===== src/rtl/status_flag_unit.sv =====
// NZCV status register with one-deep pending update, bypass view and
// a shadow copy for save/restore around exceptions.
module status_flag_unit (
    input  logic        clk,
    input  logic        rst_n,
    input  logic        ex_valid,
    input  logic        s_bit,
    input  logic [1:0]  flag_class,
    input  logic [31:0] alu_result,
    input  logic        alu_c,
    input  logic        alu_v,
    input  logic        flush,
    input  logic        save_req,
    input  logic        restore_req,
    output logic [3:0]  status,
    output logic [3:0]  status_fwd,
    output logic        flags_busy
);

    typedef enum logic {
        IDLE = 1'b0,
        PEND = 1'b1
    } state_t;

    state_t     state, state_nxt;
    logic [3:0] status_q, status_nxt;
    logic [3:0] shadow_q, shadow_nxt;
    logic [3:0] pend_q, pend_nxt;
    logic [3:0] new_flags;
    logic       accept;
    logic       arith;

    assign status     = status_q;
    assign flags_busy = (state == PEND);
    assign status_fwd = (state == PEND) ? pend_q : status_q;

    assign accept = ex_valid & s_bit & (flag_class != 2'b11) & ~flush;
    assign arith  = (flag_class == 2'b01) | (flag_class == 2'b10);

    // Logic ops inherit C/V from the bypass view so a pending add is seen
    always_comb begin
        new_flags    = 4'b0000;
        new_flags[3] = alu_result[31];
        new_flags[2] = (alu_result == 32'h0);
        new_flags[1] = arith ? alu_c : status_fwd[1];
        new_flags[0] = arith ? alu_v : status_fwd[0];
    end

    always_comb begin
        state_nxt  = state;
        status_nxt = status_q;
        shadow_nxt = shadow_q;
        pend_nxt   = pend_q;
        if (restore_req) begin
            status_nxt = shadow_q;
            state_nxt  = IDLE;
        end else if (flush) begin
            state_nxt = IDLE;
        end else begin
            if (state == PEND)
                status_nxt = pend_q;
            if (accept) begin
                pend_nxt  = new_flags;
                state_nxt = PEND;
            end else begin
                state_nxt = IDLE;
            end
        end
        if (save_req)
            shadow_nxt = status_fwd;
    end

    always_ff @(posedge clk or negedge rst_n) begin
        if (!rst_n) begin
            state    <= IDLE;
            status_q <= 4'b0000;
            shadow_q <= 4'b0000;
            pend_q   <= 4'b0000;
        end else begin
            state    <= state_nxt;
            status_q <= status_nxt;
            shadow_q <= shadow_nxt;
            pend_q   <= pend_nxt;
        end
    end

endmodule


===== config.mk =====
export PLATFORM = sky130hd
export DESIGN_NAME = status_flag_unit
export DESIGN_NICKNAME = d
export VERILOG_FILES = /design/src/rtl/status_flag_unit.sv
export SDC_FILE = /design/constraint.sdc
export NUM_CORES = 1
export LEC_CHECK = 0
export CAP_MARGIN = 20
export CORE_UTILIZATION = 35
export DETAILED_ROUTE_END_ITERATION = 7
export PLACE_DENSITY = 0.88
export SLEW_MARGIN = 20
export SYNTH_ARGS = -nofsm -noshare
export SYNTH_HDL_FRONTEND = slang
export SYNTH_SLANG_ARGS = --single-unit
export TNS_END_PERCENT = 100

===== constraint.sdc =====
create_clock -name clk -period 1.7 [get_ports clk]
set_input_delay 0.34 -clock clk [delete_from_list [all_inputs] [get_ports clk]]
set_output_delay 0.34 -clock clk [all_outputs]
set_load 0.01 [all_outputs]

=== Word level (Yosys, flattened, before mapping) ===
Index checks and enable logic that the tools add are counted.

* Register bits after elaboration: 13
* Bits of input ports: 43
* Output and inout port bits: 9

* Equal/unequal tests: 4
* Reduce and logical (&&, ||, !) cells: 2
* Muxes and demuxes: 8
* Bitwise gates (word level): 6

{| class="wikitable"
|+ Operators with widths
! kind !! number
|-
| 32-bit zero test || 1
|-
| 4-bit 2-to-1 mux || 3
|-
| 1-bit 2-to-1 mux || 5
|-
| 1-bit bitwise AND || 3
|-
| 3-bit AND reduction || 1
|-
| 2-bit by 1-bit == test with 1-bit output (second input constant) || 1
|-
| 2-bit == test (second input constant) || 1
|-
| 2-bit by 1-bit != test with 1-bit output (second input constant) || 1
|-
| 2-bit != test (second input constant) || 1
|-
| 1-bit NOT || 2
|-
| 1-bit bitwise OR || 1
|}

=== Logic depth before layout (Yosys ltp) ===
Gate-level depths: netlist (run 1).

* Depth after elaboration: 6
* Gate-level depth with buffers: 4

=== Least setup slack after synthesis (run 1) ===
Ideal clock, no wire load.

* Path type: input -> register
* Start point: input flag_class[0]
* End point: register pend_q[0]
* Path buffers: 0
* Setup slack: 181 ps
* Data required time: 1573 ps
* Stages on the path: 4
* Arrival time: 1392 ps
* Path through: ha_1 or4_4 clkinv_2 mux2_1

* Longest elaborated chain between the ends: 4
* Elaborated cells between the ends (all ways): 8

{| class="wikitable"
|+ RTL lines
! item !! line !! RTL
|-
| start, declared || 8 || <nowiki>input logic [1:0] flag_class,</nowiki>
|-
| 2-bit != test || 37 || <nowiki>assign accept = ex_valid & s_bit & (flag_class != 2'b11) & ~flush;</nowiki>
|-
| 1-bit bitwise AND (2 in series) || 37 ||
|-
| 3-bit AND reduction (no line) || n/a ||
|-
| end signal, assigned || 83 || <nowiki>pend_q <= pend_nxt;</nowiki>
|-
| end, declared || 28 || <nowiki>logic [3:0] pend_q, pend_nxt;</nowiki>
|}

Parallel ways exist; a longest one is shown, timed or not.
A chain may end at the register's enable or synchronous reset.

=== Worst setup path after layout (run 1) ===
* Start point: input s_bit
* End point: register pend_q[1]

* Longest elaborated chain between the ends: 4

{| class="wikitable"
|+ RTL lines
! item !! line !! RTL
|-
| start, declared || 7 || <nowiki>input logic s_bit,</nowiki>
|-
| 1-bit bitwise AND (3 in series) || 37 ||
|-
| 3-bit AND reduction (no line) || n/a ||
|}

No other way between the ends.

==> results.py, run 1 <==
metrics = {
    "detailed_routing": {
        "dr.max_layer_used": "met4",
        "drt_first_pass_iters": 4,
        "routed_wirelength_mm": 2.283,
        "met1Wirelength_um": 856,
        "dr_wl_met3_um": 114,
        "wl_met2_mm": 1.202,
        "viasPerCell": 5.000,
        "antenna_left": 0,
        "avgRoutedWirePerCell_um": 15.22,
        "drtIter0Drc": 11,
        "vias": 750,
        "drc": 0,
    },
    "floorplan": {
        "start_util_pct": 37.94,
        "die_area_um2": 2091,
        "core-area_um2": 1764,
        "fp.dieW_um": 45.73,
        "num_io_pins": 52,
        "die_h_um": 45.73,
        "rows": 15,
    },
    "global_routing": {
        "grt_pass1_wl_mm": 3.429,
        "grt_max_degree": 14,
        "grt_pass1_vias": 793,
        "grt_usage_pct": 24.15,
        "antenna_found_initial": 0,
        "grt_overflow": 0,
    },
    "yosys": {
        "synthCells": 62,
        "ys_types": 18,
        "synth_nets": 106,
        "ys_warn_count": 0,
        "synth_area_leaders": "dfrtp_1, mux2i_1, nor4_1",
        "synth_top_area_cell": "dfrtp_1",
        "synth-seq-cells": 13,
        "synth_top_area_share_pct": 48.60,
        "seq_area_frac_synth_pct": 48.60,
        "syn_area_um2": 669.4,
        "syn_area_per_cell_um2": 10.80,
    },
    "clock_tree": {
        "hold_buffers": 0,
        "cts_root_buffer": "clkbuf_4",
        "clk_pin_slew_ps": 80,
        "cts_inserted_buffers": 3,
        "cts_sinks": 13,
        "insertion_delay_ps": 280,
        "cts_tree": "built",
        "h-tree-depth": 1,
        "clockBufferDepth": 2,
    },
    "cells_and_area": {
        "antenna-diode-count": 0,
        "syn2layout_area_growth_pct": 94.95,
        "nets": 170,
        "register_area_um2": 326.6,
        "fillCellCount": 139,
        "multi_input_area_um2": 326.6,
        "drive_gt1_share_pct": 19.20,
    },
    "run_status": {
        "status": "completed",
    },
    "setup_path": {
        "reg2reg_from": "flags_busy",
        "critical_path.max_fanout": 4,
        "r2r_slack_ps": 230,
        "crit_path_end_kind": "register",
        "cp_cell_sequence": "clkdlybuf4s50_1, nand2_1, or4_4, clkinv_4, mux2_1",
        "r2r-end": "pend_q[0]",
        "crit_required_ps": 1860,
        "path_class": "in2reg",
        "r2r_cells": 6,
        "crit_path_start_kind": "input port",
        "crit_slowest_cell": "or4_4",
        "cpPeakStageDelay_ps": 520,
        "worstPathArrival_ps": 1850,
    },
    "power_and_ir_drop": {
        "power_frac_comb_pct": 36.1,
        "p_clk_share_pct": 20.4,
        "powerDensity_nw_per_um2": 713.9,
        "power.internal_w": 0.0006747,
        "power_switching_w": 0.0002570,
        "power.total_w": 0.0009317,
        "swShare_pct": 27.58,
        "peakVddDrop_uv": 500.7,
        "pwr-share-seq_pct": 43.5,
        "p_leak_nw": 0.5770,
    },
    "timing": {
        "slew_violations": 0,
        "min_period_over_period_pct": 99.41,
        "hold_viol": 0,
        "period_minus_slack_ps": 1690,
        "max_freq_ghz": 0.5917,
        "worst_slew_pin_slew_ps": 600.3,
        "finalClockSkew_ps": 4.800,
        "rsz0062_at_grt": "true",
        "setup_violations": 0,
        "setup_tns_ps": 0,
        "slew_headroom_pct": 59.85,
    },
    "min_path": {
        "hold_path.class": "in2async",
    },
    "placed_design": {
        "place_congestion": 0.7833,
        "dpl.hpwl_mm": 1.781,
        "portBuffers": 51,
    },
    "run": {
        "maxCapViolations": 0,
    },
}
-- how the worst max path moves through the flow --
stage               depth (start not counted)     startpoint            end  slack, ps
floorplan                                   4  flag_class[0]      pend_q[0]        180
global placement                            5  flag_class[0]      pend_q[1]       -270
detailed placement                          5  flag_class[0]      pend_q[1]       -290
CTS                                         2     flags_busy     flags_busy         20
global route                                3     flags_busy  status_fwd[2]        -20
finish                                      5          s_bit      pend_q[1]         10
-- cell usage in the layout, fill, tap and decap left out, drive strengths merged --
cell type,netlist,routed
o41ai,1,1
mux2i,6,6
a21oi,2,2
inv,2,2
clkdlybuf4s50,0,46
or4,1,1
clkdlybuf4s15,0,2
mux2,7,7
clkinv,1,1
dfrtp,13,13
nor2,2,2
clkbuf,0,4
ha,1,1
nand2,7,7
buf,2,12
nand4,2,2
o31ai,1,1
dlymetal6s2s,0,1
nor4,8,8
o21ai,6,6
-- worst max-delay path, delay by kind of cell --
family,cells,cell delay (ps)
buffers and inverters,2,580
muxes,1,320
and+or+nand+nor,2,610
-- final cells by class --
cell class                      count  area share, %
Multi-Input combinational cell     44          25.02
Clock buffer                        4          2.013
Inverter                            3          1.246
Timing Repair Buffer               61          44.30
Tap cell                           25          2.397
Sequential cell                    13          25.02
-- metrics by stage --
| step | instances | area [um2] | hold slack [ps] | util [%] | worst slack, ps |
|---|---|---|---|---|---|
| floorplan | 62 | 669.4 | 44.41 | - | 180.8 |
| detailed placement | 141 | 1232 | 472.0 | 69.86 | -294.7 |
| global route | 150 | 1305 | 466.4 | 73.97 | -20.81 |
| CTS | 148 | 1274 | 438.3 | 72.20 | 21.62 |
| global placement | 141 | 1232 | 460.1 | 69.86 | -271.4 |
| finish | 150 | 1305 | 433.3 | 73.97 | 9.987 |
-- routing by layer --
metal,track usage [%],vias to the layer above
li1,-,361
met1,22.17,349
met3,7.540,13
met2,46.29,27
met5,0,-
met4,12.94,0
-- cells in the mapped netlist, drive strengths merged --
cell    instances
a21oi           2
buf             2
clkinv          1
dfrtp          13
ha              1
inv             2
mux2            7
mux2i           6
nand2           7
nand4           2
nor2            2
nor4            8
o21ai           6
o31ai           1
o41ai           1
or4             1
-- flip-flops by register name (all words and copies together), names as in the netlist --
register and flops:
pend_q 4, shadow_q 4, status 4, flags_busy 1
-- cells by family after synthesis --
family	synth area share, %
simple gates	16.08
mux	20.75
fa+ha+maj	1.869
buf+inv	4.298
flops	48.60
compound gates	8.412
-- power groups by stage --
stage / logic, W / clock network [W] / registers, W
after floorplan: 0.000104 / 0 / 0.000403
after global placement: 0.000313 / 0 / 0.000400
after detailed placement: 0.000323 / 0 / 0.000404
after CTS: 0.000319 / 0.000198 / 0.000398
after global routing: 0.000364 / 0.000207 / 0.000410
final: 0.000337 / 0.000190 / 0.000405
-- repair_timing --
| action | 4_1_cts | 5_1_grt |
|---|---|---|
| setup buffers | 3 | 2 |
| pin swaps | 1 | 1 |
| cloned | 0 | 0 |
| resized for setup | 12 | 6 |
| endpoints found under the setup margin | 5 | 5 |
| hold endpoints to repair | 0 | 0 |
Power figures use the tool's default switching activity.
==> inputs of run 2 (changes only) <==
HOLD_SLACK_MARGIN = 0.08   (was default)
==> results of run 2 <==
Same layout as run 1: the final DEF is identical, and so are final timing and power.
